--- src/rtl/counter_sequencer_pkg.sv ---
// counter_sequencer_pkg: state encoding and key command indices for the counter sequencer
package counter_sequencer_pkg;
  typedef enum logic [1:0] {IDLE = 2'b00, RUN = 2'b01, PAUSE = 2'b10, DONE = 2'b11} state_t;
  localparam int KEY_RUN = 0;
  localparam int KEY_CLR = 1;
  localparam int KEY_LD  = 2;
endpackage

--- src/rtl/key_edge_sync.sv ---
// key_edge_sync: 2-FF synchronizer and single-cycle falling-edge pulse for one active-low key
module key_edge_sync (
  input  logic clk,
  input  logic rst_n,
  input  logic key_n,
  output logic pulse
);
  logic s1, s2, prev, live, armed;
  // armed stays low until the key is seen released, so a key held through reset never fires
  always_ff @(posedge clk or negedge rst_n)
    if (!rst_n) begin
      s1    <= 1'b1;
      s2    <= 1'b1;
      prev  <= 1'b1;
      live  <= 1'b0;
      armed <= 1'b0;
      pulse <= 1'b0;
    end else begin
      s1    <= key_n;
      s2    <= s1;
      prev  <= s2;
      live  <= 1'b1;
      armed <= armed | (live & s1);
      pulse <= armed & prev & ~s2;
    end
endmodule

--- src/rtl/counter_sequencer.sv ---
// counter_sequencer: key-driven start/pause/clear/load FSM issuing prescaled counter strobes
module counter_sequencer
  import counter_sequencer_pkg::*;
#(
  parameter int CNT_W    = 10,
  parameter int PRESCALE = 50000000,
  parameter int LIMIT    = 1023,
  parameter int WRAP     = 0
) (
  input  logic             CLOCK_50,
  input  logic             Resetn,
  input  logic [2:0]       key_n,
  input  logic [CNT_W-1:0] sw,
  input  logic             up_sw,
  input  logic [CNT_W-1:0] count,
  output logic             cnt_en,
  output logic             cnt_clr,
  output logic             cnt_ld,
  output logic [CNT_W-1:0] ld_val,
  output logic             cnt_up,
  output logic [1:0]       state
);
  localparam int PRE_W = $clog2(PRESCALE);
  logic [2:0] cmd;
  state_t st;
  logic [1:0] st_nxt;
  logic [PRE_W-1:0] pre, pre_nxt;
  logic in_run, tick, term, ld_ok, start;
  for (genvar i = 0; i < 3; i++) begin : g_key
    key_edge_sync u_sync (.clk(CLOCK_50), .rst_n(Resetn), .key_n(key_n[i]), .pulse(cmd[i]));
  end
  // the prescaler advances in every RUN cycle, including the one that pauses, so tick spacing counts RUN cycles only
  always_comb begin
    in_run  = st == RUN;
    tick    = pre == PRE_W'(PRESCALE - 1);
    term    = (WRAP == 0) && (count == (cnt_up ? CNT_W'(LIMIT) : CNT_W'(0)));
    ld_ok   = cmd[KEY_LD] && !cmd[KEY_CLR] && !in_run;
    start   = cmd[KEY_RUN] && !cmd[KEY_CLR] && !ld_ok && st == IDLE;
    st_nxt  = cmd[KEY_CLR] ? IDLE :
              in_run ? (term ? DONE : cmd[KEY_RUN] ? PAUSE : RUN) :
              ld_ok ? (st == DONE ? IDLE : st) :
              (cmd[KEY_RUN] && st != DONE) ? RUN : st;
    pre_nxt = (cmd[KEY_CLR] || start) ? '0 :
              (in_run && !term) ? (tick ? '0 : pre + 1'b1) : pre;
  end
  always_ff @(posedge CLOCK_50 or negedge Resetn)
    if (!Resetn) begin
      st      <= IDLE;
      pre     <= '0;
      cnt_en  <= 1'b0;
      cnt_clr <= 1'b0;
      cnt_ld  <= 1'b0;
      ld_val  <= '0;
      cnt_up  <= 1'b1;
    end else begin
      st      <= state_t'(st_nxt);
      pre     <= pre_nxt;
      cnt_en  <= in_run && tick && !term && !cmd[KEY_CLR];
      cnt_clr <= cmd[KEY_CLR];
      cnt_ld  <= ld_ok;
      ld_val  <= ld_ok ? sw : ld_val;
      cnt_up  <= start ? up_sw : cnt_up;
    end
  assign state = st;
endmodule

--- config.mk ---
export PLATFORM = sky130hd
export DESIGN_NAME = counter_sequencer
export DESIGN_NICKNAME = d
export VERILOG_FILES = /design/src/rtl/counter_sequencer_pkg.sv /design/src/rtl/key_edge_sync.sv /design/src/rtl/counter_sequencer.sv
export SDC_FILE = /design/constraint.sdc
export NUM_CORES = 1
export LEC_CHECK = 0
export BUFFER_PORTS_ARGS = -buffer_cell sky130_fd_sc_hd__buf_2
export CORE_MARGIN = 2
export CORE_UTILIZATION = 51
export CTS_CLUSTER_DIAMETER = 100
export CTS_CLUSTER_SIZE = 14
export DETAILED_ROUTE_END_ITERATION = 7
export PLACE_DENSITY = 0.72
export SLEW_MARGIN = 30
export SYNTH_ARGS = -nofsm -noshare
export SYNTH_HDL_FRONTEND = slang
export SYNTH_SLANG_ARGS = --single-unit
export TNS_END_PERCENT = 20
--- constraint.sdc ---
create_clock -name CLOCK_50 -period 2.8 [get_ports CLOCK_50]
set_input_delay 0.28 -clock CLOCK_50 [delete_from_list [all_inputs] [get_ports CLOCK_50]]
set_output_delay 0.28 -clock CLOCK_50 [all_outputs]
set_load 0.03 [all_outputs]
Word-level counts from Yosys, hierarchy flattened:

Cells that the tools add are included.

* input port bits: 26
* bits in latches: 0
* memories: 0
* output and inout port bits: 16
* flip-flop bits (word level): 58
* word-level logic and storage cells: 75
* ROM bits: 0
* memory bits (writable): 0

* div/mod/pow operators: 0
* magnitude comparators: 0
* bitwise gates (word level): 15
* $mul: 0
* muxes and demuxes: 11
* shift-type cells: 0
* reduce and logical (&&, ||, !) cells: 19
* add/subtract/negate cells: 1
* equal/unequal tests: 6

Operator list (count)
* two-way mux 26 bit: 3
* adder 26 x 1 -> 26 bit, second input constant: 1
* == test 26 bit, second input constant: 1
* two-way mux 2 bit: 7
* == test 10 bit: 1
* logical AND 1 bit: 10
* two-way mux 10 bit: 1
* AND 1 bit: 9
* logical NOT 1 bit: 4
* != test 4 x 2 -> 1 bit, second input constant: 1
* nonzero test 4 bit: 1
* NOT 1 bit: 3
* OR 1 bit: 3
* == test 2 x 1 -> 1 bit, second input constant: 1
* == test 2 bit, second input constant: 1
* logical NOT 2 bit: 1
* != test 2 bit, second input constant: 1
* AND reduction 2 bit: 1
* nonzero test 2 bit: 1
* logical OR 1 bit: 1

Logic depth before layout (Yosys ltp):

Gate-level depths: netlist (run 1).

* depth in word-level cells: 8
* depth in mapped cells: 8
* mapped depth without buffers: 6

By module:

Synthesis (run 1) repeated with hierarchy kept, for this count alone.

* cells, all modules: 242
* area total of the unflattened synthesis: 2725.1 um2

By module, submodules not included
* counter_sequencer: sequential area each 1052.3 um2, area an instance 2203.4 um2, times used 1, cells each 215
* key_edge_sync: sequential area each 153.9 um2, area an instance 173.9 um2, times used 3, cells each 9

Least setup slack after synthesis (run 1):

Ideal clock, no wire load.

* path kind: register to register
* start: register cnt_up
* end: register pre[10]
* setup time: 0.076 ns
* arrival time: 1.980 ns
* path slack: 0.744 ns
* period minus slack after synthesis: 2.056 ns
* required time: 2.724 ns
* cell stages (with the launch flop): 8
* path buffers: 2
* cell sequence: dfstp_2 > nor4_1 > and3_1 > or3_1 > clkbuf_2 > buf_6 > or4_1 > o21ai_1

* word-level cells in the longest chain between the ends: 5

Ends and longest elaborated chain
* start, declared: RTL line counter_sequencer.sv:20 `output logic cnt_up,`
* start signal, assigned: RTL line counter_sequencer.sv:62 `cnt_up <= start ? up_sw : cnt_up;`
* two-way mux 10 bit: RTL line counter_sequencer.sv:36 `term = (WRAP == 0) && (count == (cnt_up ? CNT_W'(LIMIT) : CNT_W'(0)));`
* == test 10 bit: RTL line counter_sequencer.sv:36
* logical NOT 1 bit: RTL line counter_sequencer.sv:44 `(in_run && !term) ? (tick ? '0 : pre + 1'b1) : pre;`
* logical AND 1 bit: RTL line counter_sequencer.sv:44
* nonzero test 2 bit (no source line)
* end signal, assigned: RTL line counter_sequencer.sv:57 `pre <= pre_nxt;`
* end, declared: RTL line counter_sequencer.sv:27 `logic [PRE_W-1:0] pre, pre_nxt;`

No other way between the ends.
A chain may end at the register's enable or synchronous reset.

Worst setup path after layout (run 1):

* start: register cnt_up
* end: register pre[4]

Same word-level chain as after synthesis.

==> impl_metrics.tcl, run 1 <==
set metrics [dict create \
    insertion_delay_ns 0.33 \
    crit_path_start_kind "register" \
    diodes 0 \
    synth_seq_area_share_pct 50.5 \
    syn_nets 320 \
    min_period_ns 2.37 \
    grt_usage_pct 24.5 \
    max_clock_freq_mhz 422 \
    fin_util_pct 62.1 \
    path_clk_slew_ns 0.07 \
    layout_commonest_cell "dfrtp_1" \
    routed_wl_mm 6.84 \
    globalRouteOverflowTotal 0 \
    synth-main-ff-cell "dfrtp_1" \
    ant_nets 0 \
    grt_pass1_wl_mm 12.0 \
    yosys_register_bits 58 \
    dr_total_vias 2517 \
    core_um2 5510 \
    num_rows 27 \
    slew_violations 0 \
    worstMarginPinSlew_ns 0.888 \
    cts_tree "yes" \
    grt_setup_unrepaired "false" \
    power.leakage_nw 1.39 \
    cts_inserted_buffers 9 \
    fin_setup_tns_ns 0 \
    finalHoldViolations 0 \
    synth.distinct_cells 54 \
    syn_inst 292 \
    setup_ws_ns 0.428 \
    grt_pass1_vias 2499 \
    ir_drop_mv 0.489 \
    syn_avg_cell_area_um2 9.93 \
    hold_path_class "in -> reg" \
    cts-root-buf "clkbuf_8" \
    synth_area_leader_cell "dfrtp_1" \
    drt_first_pass_iters 6 \
    htreeDepth 3 \
    io_buffers 41 \
    vias_per_cell 6.08 \
    die_x_um 79.4 \
    yosysWarnings 0 \
    status "complete, no violations" \
    syn_area_um2 2900 \
    min-delay-start "key_n[1]" \
    fin_skew_ns 0.00721 \
    async_reset_ff_share_pct 100 \
    finalSetupViolCount 0 \
    pre_cts_ws_ns 0.432 \
    worstPathRequired_ns 3.05 \
    grt_antenna_before_repair 0 \
    final_cell_mix "dfrtp_1 (48), buf_2 (41), nand2_1 (28), a21oi_1 (27), nand3_1 (17)" \
    drv_cap 0 \
    yosys-top-cells-area "dfrtp_1 (41%), dfstp_2 (9.1%), a21oi_1 (4.7%)" \
    crit_type "reg -> reg" \
    synth.top_cell.area_share_pct 41.4 \
    startpoint "cnt_up" \
    dp_hpwl_mm 4.55 \
    hold_slack_ns 0.0426 \
    maxSlewHeadroom_pct 40.7 \
    reg2reg_from "cnt_up" \
    remaining_drc_errors 0 \
    crit_arrival_ns 2.62 \
    drive_above_1_share_pct 27.8 \
    die_h_um 79.4 \
    worstPathMaxFanout 24 \
    die_area_um2 6300 \
    drt-initial-drc-count 244 \
    numClockSinks 58 \
    crit_path_end_kind "register" \
    post-route-period-util_pct 84.7 \
    cts_max_path_buffers 2 \
    wl_per_cell_um 16.5 \
    p_per_area_nw_per_um2 653 \
    nets 365 \
    area_delta_synth_final_pct 17.9 \
    grt_max_degree 27 \
    synth_edf_count 0 \
    ios 42 \
    place.gp.congestion 0.863 \
    post_cts_buffers 0 \
    start_util_pct 52.6 \
]
## registers in the layout, summed over array words and instances, names as in the netlist, 2 cells and up
name,flops
g_key.u_sync.s1,3
g_key.u_sync.pulse,3
g_key.u_sync.armed,3
g_key.u_sync.s2,3
pre,26
ld_val,10
state,2
g_key.u_sync.prev,3
## synthesized netlist by cell type, types with 2 or more instances
library cell   n
or4_1          8
a32o_1         2
or4b_1         2
nor2_1        14
nand3b_1       4
nor2b_1        3
nand2b_1       2
a21oi_1       27
nand3_1       17
and4_1         3
buf_2          6
o21ai_0       15
dfrtp_1       48
nand4b_1       4
nor4_1        10
o21ai_1        4
or3_1          3
nor3_1        10
ha_1           2
clkbuf_1       6
nand4_1        8
nand2_1       28
a21o_1         3
buf_1          2
dfstp_2       10
o22ai_1        2
and3_1         6
a22oi_1        5
and2_1         2
inv_1          2
mux2_2        11
## final timing paths
check	to	cells after the start	slack (ns)
max reg2reg	pre[4]	6	0.43
min	g_key[1].u_sync.s1	1	0.04
min in group asynchronous	pre[10]	2	0.43
min reg2reg	g_key[0].u_sync.prev	0	0.36
max	pre[4]	6	0.43
max in group asynchronous	g_key[2].u_sync.s1	3	1.66
## metal layers
layer / GRT usage (%) / share of wire, % / up-vias
li1: - / - / 1183
met4: 11.6 / 2.3 / 0
met1: 32.5 / 45 / 1211
met3: 5.43 / 6.7 / 19
met5: 0 / 0 / -
met2: 38.5 / 46 / 104
## final cells by class
class / instances / area (um^2)
clock buffers: 12 / 155
clock inverters: 4 / 75.1
fillers: 460 / 2090
inverters: 2 / 7.51
multi-input cells: 215 / 1340
flip-flops and latches: 58 / 1460
well taps: 72 / 90.1
repair buffers: 51 / 283
## timing repair
action | 4_1_cts | 5_1_grt
resized for setup | 0 | 0
endpoints found under the hold margin | 19 | 0
hold buffers | 1 | 0
## critical path: stages (launching register included)
cell and delay (ns):
dfstp_2 0.55, nor4_1 0.05, and3_1 0.17, or3_1 0.62, buf_4 0.30, or4_1 0.49
o21ai_0 0.09
## per-stage QoR
stage / total power [mW] / cells / instance area [um^2]
after global routing: 2.32 / 414 / 3420
final: 2.23 / 414 / 3420
after CTS: 2.25 / 414 / 3420
after floorplan: 1.22 / 292 / 2900
after global placement: 1.34 / 397 / 3180
after detailed placement: 1.35 / 397 / 3180
## logic make-up after synthesis
kind of cell / count (synthesis) / share of synthesized area, %
flops: 58 / 50.5
fa+ha+maj: 2 / 0.863
mux: 11 / 4.27
xor+xnor: 1 / 0.302
compound gates: 66 / 13.3
simple gates: 134 / 27.4
buf+inv: 19 / 3.15
other cells: 1 / 0.129
## power breakdown
group | leakage (nW) | switching [mW] | internal, mW
sequential | 0.727 | 0.0562 | 0.921
clock | 0.109 | 0.342 | 0.550
combinational | 0.553 | 0.235 | 0.126
No activity file was read; power rests on OpenSTA's default activity.
==> run 2: changes to the inputs <==
--- a/config.mk
+++ b/config.mk
@@ -11,7 +11,7 @@
 export CTS_CLUSTER_DIAMETER = 100
 export CTS_CLUSTER_SIZE = 14
 export DETAILED_ROUTE_END_ITERATION = 7
-export PLACE_DENSITY = 0.72
+export PLACE_DENSITY = 0.75
 export SLEW_MARGIN = 30
 export SYNTH_ARGS = -nofsm -noshare
 export SYNTH_HDL_FRONTEND = slang
==> constraint.sdc (replaced) <==
create_clock -name CLOCK_50 -period 2 [get_ports CLOCK_50]
set_input_delay 0.2 -clock CLOCK_50 [delete_from_list [all_inputs] [get_ports CLOCK_50]]
set_output_delay 0.2 -clock CLOCK_50 [all_outputs]
set_load 0.03 [all_outputs]
==> run 2 against run 1 <==
- the run now ends with negative setup slack left
- worst hold slack improved by 0.037 ns
- final cell count grew 7.5%
- global-route usage shrank 0.45 points
- setup slack got worse by 0.44 ns
==> impl_metrics.tcl, run 2 (same netlist as run 1, synthesis figures left out) <==
set metrics [dict create \
    status "finished with violations" \
    violations "negative setup slack" \
    path_clk_slew_ns 0.08 \
    power_mw 3.11 \
    top_usage_layer "met2" \
    reg_top3 "pre x26, ld_val x10" \
    ant_nets 0 \
    num_rows 27 \
    grt_setup_unrepaired "true" \
    worstMarginPinSlew_ns 0.591 \
    grt_antenna_before_repair 0 \
    max_clock_freq_mhz 498 \
    ir_drop_mv 0.855 \
    p_per_area_nw_per_um2 822 \
    finalSetupViolCount 4 \
    worstPathRequired_ns 2.28 \
    min-delay-start "up_sw" \
    ff2ff_path_depth 6 \
    htreeDepth 3 \
    layout_commonest_cell "buf_2" \
    ios 42 \
    fin_util_pct 68.8 \
    slew_violations 0 \
    wl_per_cell_um 16.7 \
    numClockSinks 58 \
    final_cell_mix "buf_2 (42), dfrtp_1 (41), buf_4 (30), nand2_1 (27), a21oi_1 (22)" \
    regMostFlops "pre" \
    crit_arrival_ns 2.28 \
    min_path_cells 2 \
    maxSlewHeadroom_pct 60.5 \
    reg2reg_from "cnt_up" \
    hold_slack_ns 0.0799 \
    diodes 0 \
    drive_above_1_share_pct 40.5 \
    power.leakage_nw 1.56 \
    routed_wl_mm 7.43 \
    cts-root-buf "clkbuf_8" \
    grt_pass1_vias 2530 \
    drv_cap 0 \
    finalHoldViolations 0 \
    place_area_um2 3340 \
    cts_inserted_buffers 9 \
    use_met3_pct 6.22 \
    r2r_setup_slack_ns -0.008 \
    setup_ws_ns -0.00758 \
    grt_pass1_wl_mm 11.5 \
    crit_path_start_kind "register" \
    place.gp.congestion 0.885 \
    crit_type "reg -> reg" \
    worstHoldEndpoint "cnt_up" \
    final_area_um2 3790 \
    post-route-period-util_pct 100 \
    fin_skew_ns 0.0115 \
    cts_max_path_buffers 2 \
    drt_first_pass_iters 4 \
    drt-initial-drc-count 208 \
    pre_cts_ws_ns -0.0218 \
    die_x_um 79.4 \
    dp_hpwl_mm 4.67 \
    hold_path_class "in -> reg" \
    core_um2 5510 \
    start_util_pct 52.6 \
    vias_per_cell 6.13 \
    crit_path_end_kind "register" \
    globalRouteOverflowTotal 0 \
    grt_max_degree 59 \
    met2_usage_pct 38.5 \
    cts_tree "yes" \
    regToRegEndpoint "pre[5]" \
    grt_use_met1_pct 30.6 \
    dr_total_vias 2727 \
    remaining_drc_errors 0 \
    grt_usage_pct 24.1 \
    min_period_ns 2.01 \
    nets 396 \
    die_h_um 79.4 \
    io_buffers 41 \
    largest_register_ffs 26 \
    worstPathMaxFanout 7 \
    area_delta_synth_final_pct 30.6 \
    die_area_um2 6300 \
    insertion_delay_ns 0.35 \
]
[run 2: worst max-delay path, cell delays in order, from the launching register on]
cell and delay [ns]:
dfstp_2 0.55, nor4_1 0.05, and3_1 0.19, or3_4 0.43
buf_12 0.15, or4_1 0.49, o21ai_1 0.08
[run 2: report_power, final]
part           internal (mW)  switching [mW]  leakage [nW]  total [mW]
sequential              1.29          0.0697         0.716        1.36
clock                  0.608           0.511        0.0945        1.12
combinational          0.256           0.377         0.754       0.633
[run 2: timing repair]
action,in CTS,in global routing
cloned,0,0
endpoints found under the setup margin,3,9
hold endpoints to repair,51,0
hold buffers,4,0
setup buffers,0,12
resized for setup,4,41
pin swaps,1,19
[run 2: layout make-up]
cell class	instances	area, um^2
repair buffers	82	582
inverters	2	7.51
clock inverters	6	66.3
flip-flops and latches	58	1470
clock buffers	10	138
multi-input cells	215	1430
fillers	415	1720
well taps	72	90.1
[run 2: per-stage QoR]
stage	TNS, ns	instances
after floorplan	-0.248	292
after global placement	0	413
after detailed placement	-0.0470	413
after CTS	0	433
after global routing	-0.345	445
final	-0.0206	445
[run 2: how the worst max path moves through the flow]
stage,start,to,depth (start not counted)
finish,cnt_up,pre[5],6
CTS,cnt_up,pre[15],6
detailed placement,cnt_up,pre[15],6
global placement,cnt_up,pre[23],6
global route,cnt_up,pre[22],6
floorplan,cnt_up,pre[10],7
[run 2: metal layers]
metal	vias to the layer above	wire, um
met1	1335	3260
met2	114	3570
met3	20	452
met4	0	149
li1	1258	-
met5	-	0
==> run 3: changes to the inputs <==
--- a/config.mk
+++ b/config.mk
@@ -5,15 +5,18 @@
 export SDC_FILE = /design/constraint.sdc
 export NUM_CORES = 1
 export LEC_CHECK = 0
+export ABC_AREA = 0
 export BUFFER_PORTS_ARGS = -buffer_cell sky130_fd_sc_hd__buf_2
+export CAP_MARGIN = 20
 export CORE_MARGIN = 2
 export CORE_UTILIZATION = 51
 export CTS_CLUSTER_DIAMETER = 100
 export CTS_CLUSTER_SIZE = 14
 export DETAILED_ROUTE_END_ITERATION = 7
-export PLACE_DENSITY = 0.75
+export PLACE_DENSITY = 0.76
 export SLEW_MARGIN = 30
 export SYNTH_ARGS = -nofsm -noshare
 export SYNTH_HDL_FRONTEND = slang
+export SYNTH_HIERARCHICAL = 1
 export SYNTH_SLANG_ARGS = --single-unit
 export TNS_END_PERCENT = 20
==> run 3 against run 2 <==
- via count fell by 24%
- final area is 12% lower
- the run now ends clean
- register-to-register slack improved by 0.08 ns
- sequential power barely moved
- non-clock buffer count fell by 21
- critical path depth stayed put
- largest power group unchanged
- flip-flop and latch count rose by 2
- clock skew shrank 0.0049 ns
==> impl_metrics.tcl, run 3 <==
set metrics [dict create \
    status "complete, no violations" \
    synth_area_leader_cell "dfrtp_1" \
    top_usage_layer "met2" \
    remaining_drc_errors 0 \
    largest_register_ffs 26 \
    start_util_pct 53.0 \
    grt_pass1_vias 2089 \
    globalRouteOverflowTotal 0 \
    crit_path_start_kind "register" \
    min_period_ns 1.93 \
    drive_above_1_share_pct 34.2 \
    worstPathCellList "nor4_1 -> nand3_1 -> nand3_2 -> or2_4 -> or4_1 -> a21oi_1" \
    crit_type "reg -> reg" \
    syn_inst 242 \
    numClockSinks 60 \
    finalHoldViolations 0 \
    syn_nets 270 \
    p_per_area_nw_per_um2 858 \
    insertion_delay_ns 0.34 \
    syn_avg_cell_area_um2 11.3 \
    yosysMostFrequentCell "dfrtp_1" \
    hold_slack_ns 0.0874 \
    ir_drop_mv 0.669 \
    place.gp.congestion 0.842 \
    grt_antenna_before_repair 0 \
    routed_wl_mm 5.30 \
    cts-root-buf "clkbuf_8" \
    dr_total_vias 2073 \
    slew_violations 0 \
    ios 42 \
    grt_pass1_wl_mm 9.08 \
    crit_path_end_kind "register" \
    dp_hpwl_mm 3.74 \
    crit_arrival_ns 2.19 \
    area_delta_synth_final_pct 22.7 \
    grt_use_met1_pct 23.3 \
    ys_top_cells_by_count "dfrtp_1 (50), nor2_1 (32), xnor2_1 (15)" \
    syn_area_um2 2730 \
    die_h_um 77.1 \
    ant_nets 0 \
    max_clock_freq_mhz 518 \
    synth.distinct_cells 50 \
    yosys-top-cells-area "dfrtp_1 (46%), dfstp_2 (9.6%), xnor2_1 (4.8%)" \
    hold_path_class "in -> reg" \
    async_reset_ff_share_pct 100 \
    crit_path_max_incr_delay_ns 0.55 \
    synth_seq_area_share_pct 55.6 \
    path_clk_slew_ns 0.07 \
    layout_commonest_cell "dfrtp_1" \
    multi_input_comb_area_um2 1180 \
    cts_inserted_buffers 9 \
    drt_first_pass_iters 4 \
    yosysWarnings 6 \
    synth.top_cell.area_share_pct 45.9 \
    place_area_um2 3110 \
    regArea_um2 1510 \
    yosys_register_bits 60 \
    htreeDepth 3 \
    final_cell_mix "dfrtp_1 (50), buf_2 (41), nor2_1 (32), xnor2_1 (15), buf_4 (15)" \
    fin_util_pct 65.0 \
    grt_usage_pct 19.6 \
    regMostFlops "pre" \
    drv_cap 0 \
    wl_per_cell_um 13.8 \
    diodes 0 \
    vias_per_cell 5.41 \
    power_mw 2.87 \
    reg_top3 "pre x26, ld_val x10" \
    synth-main-ff-cell "dfrtp_1" \
    worstPathMaxFanout 7 \
    fin_skew_ns 0.00660 \
    worstPathRequired_ns 2.26 \
    met2_usage_pct 32.9 \
    io_buffers 41 \
    die_area_um2 5940 \
    grt_max_degree 61 \
    fin_setup_tns_ns 0 \
    die_x_um 77.1 \
    core_um2 5140 \
    finalSetupViolCount 0 \
    n_fill_cell 420 \
    power.leakage_nw 1.48 \
    synth_edf_count 0 \
    grt_setup_unrepaired "true" \
    cts_tree "yes" \
    final_area_um2 3340 \
    post-route-period-util_pct 96.5 \
    nets 336 \
    num_rows 26 \
    cts_max_path_buffers 2 \
    use_met3_pct 4.59 \
    cp_slowest_cell "dfstp_2" \
    post_cts_buffers 0 \
    drt-initial-drc-count 153 \
]
==> run 3: per-stage QoR <==
step | instances | setup slack [ns]
floorplan | 242 | 0.0126
global placement | 363 | 0.111
detailed placement | 363 | 0.0791
CTS | 383 | 0.0527
global route | 383 | -0.00297
finish | 383 | 0.0709
==> run 3: timing repair <==
item                       4_1_cts  5_1_grt
hold buffers                     4        0
resized for setup                0        4
hold endpoints to repair        53        0
setup endpoints to repair        0       14
==> run 3: final cells by class <==
| cell class | instances | share of cell area (%) |
|---|---|---|
| Clock buffer | 9 | 3.71 |
| Clock inverter | 7 | 1.57 |
| Inverter | 1 | 0.112 |
| Multi-Input combinational cell | 175 | 35.4 |
| Sequential cell | 60 | 45.3 |
| Tap cell | 70 | 2.62 |
| Timing Repair Buffer | 61 | 11.3 |
==> run 3: cell families after synthesis <==
logic type | after synthesis | synth area share, %
compound gates | 29 | 6.84
xor+xnor | 17 | 5.46
fa+ha+maj | 2 | 0.918
buf+inv | 7 | 1.61
flops | 60 | 55.6
mux | 11 | 4.55
other cells | 3 | 0.413
simple gates | 113 | 24.7
==> run 3: path summary, 6_finish.rpt <==
kind	start	to	slack, ns	cells past startpoint
min reg2reg	g_key[1].u_sync/s2	g_key[1].u_sync/prev	0.37	0
max	cnt_up	pre[21]	0.07	6
min in group asynchronous	Resetn	pre[2]	0.38	3
max in group asynchronous	Resetn	g_key[2].u_sync/s2	1.29	3
min	sw[4]	ld_val[4]	0.09	2
max reg2reg	cnt_up	pre[21]	0.07	6
==> run 3: power breakdown <==
| part | switching (mW) | leakage [nW] | internal [mW] |
|---|---|---|---|
| registers | 0.0578 | 0.752 | 1.32 |
| clock network | 0.507 | 0.0779 | 0.451 |
| logic | 0.327 | 0.653 | 0.202 |
==> run 3: routing by layer <==
metal,wire (um),share of wire (%),vias to the layer above
li1,-,-,993
met1,2260,43,1008
met2,2630,50,60
met3,309,5.8,12
met4,102,1.9,0
met5,0,0,-
==> run 3: critical path, delay by kind of cell, from the launching register on <==
kind            cells  cell delay, ns
simple gates        5            1.14
flops               1            0.55
compound gates      1            0.16
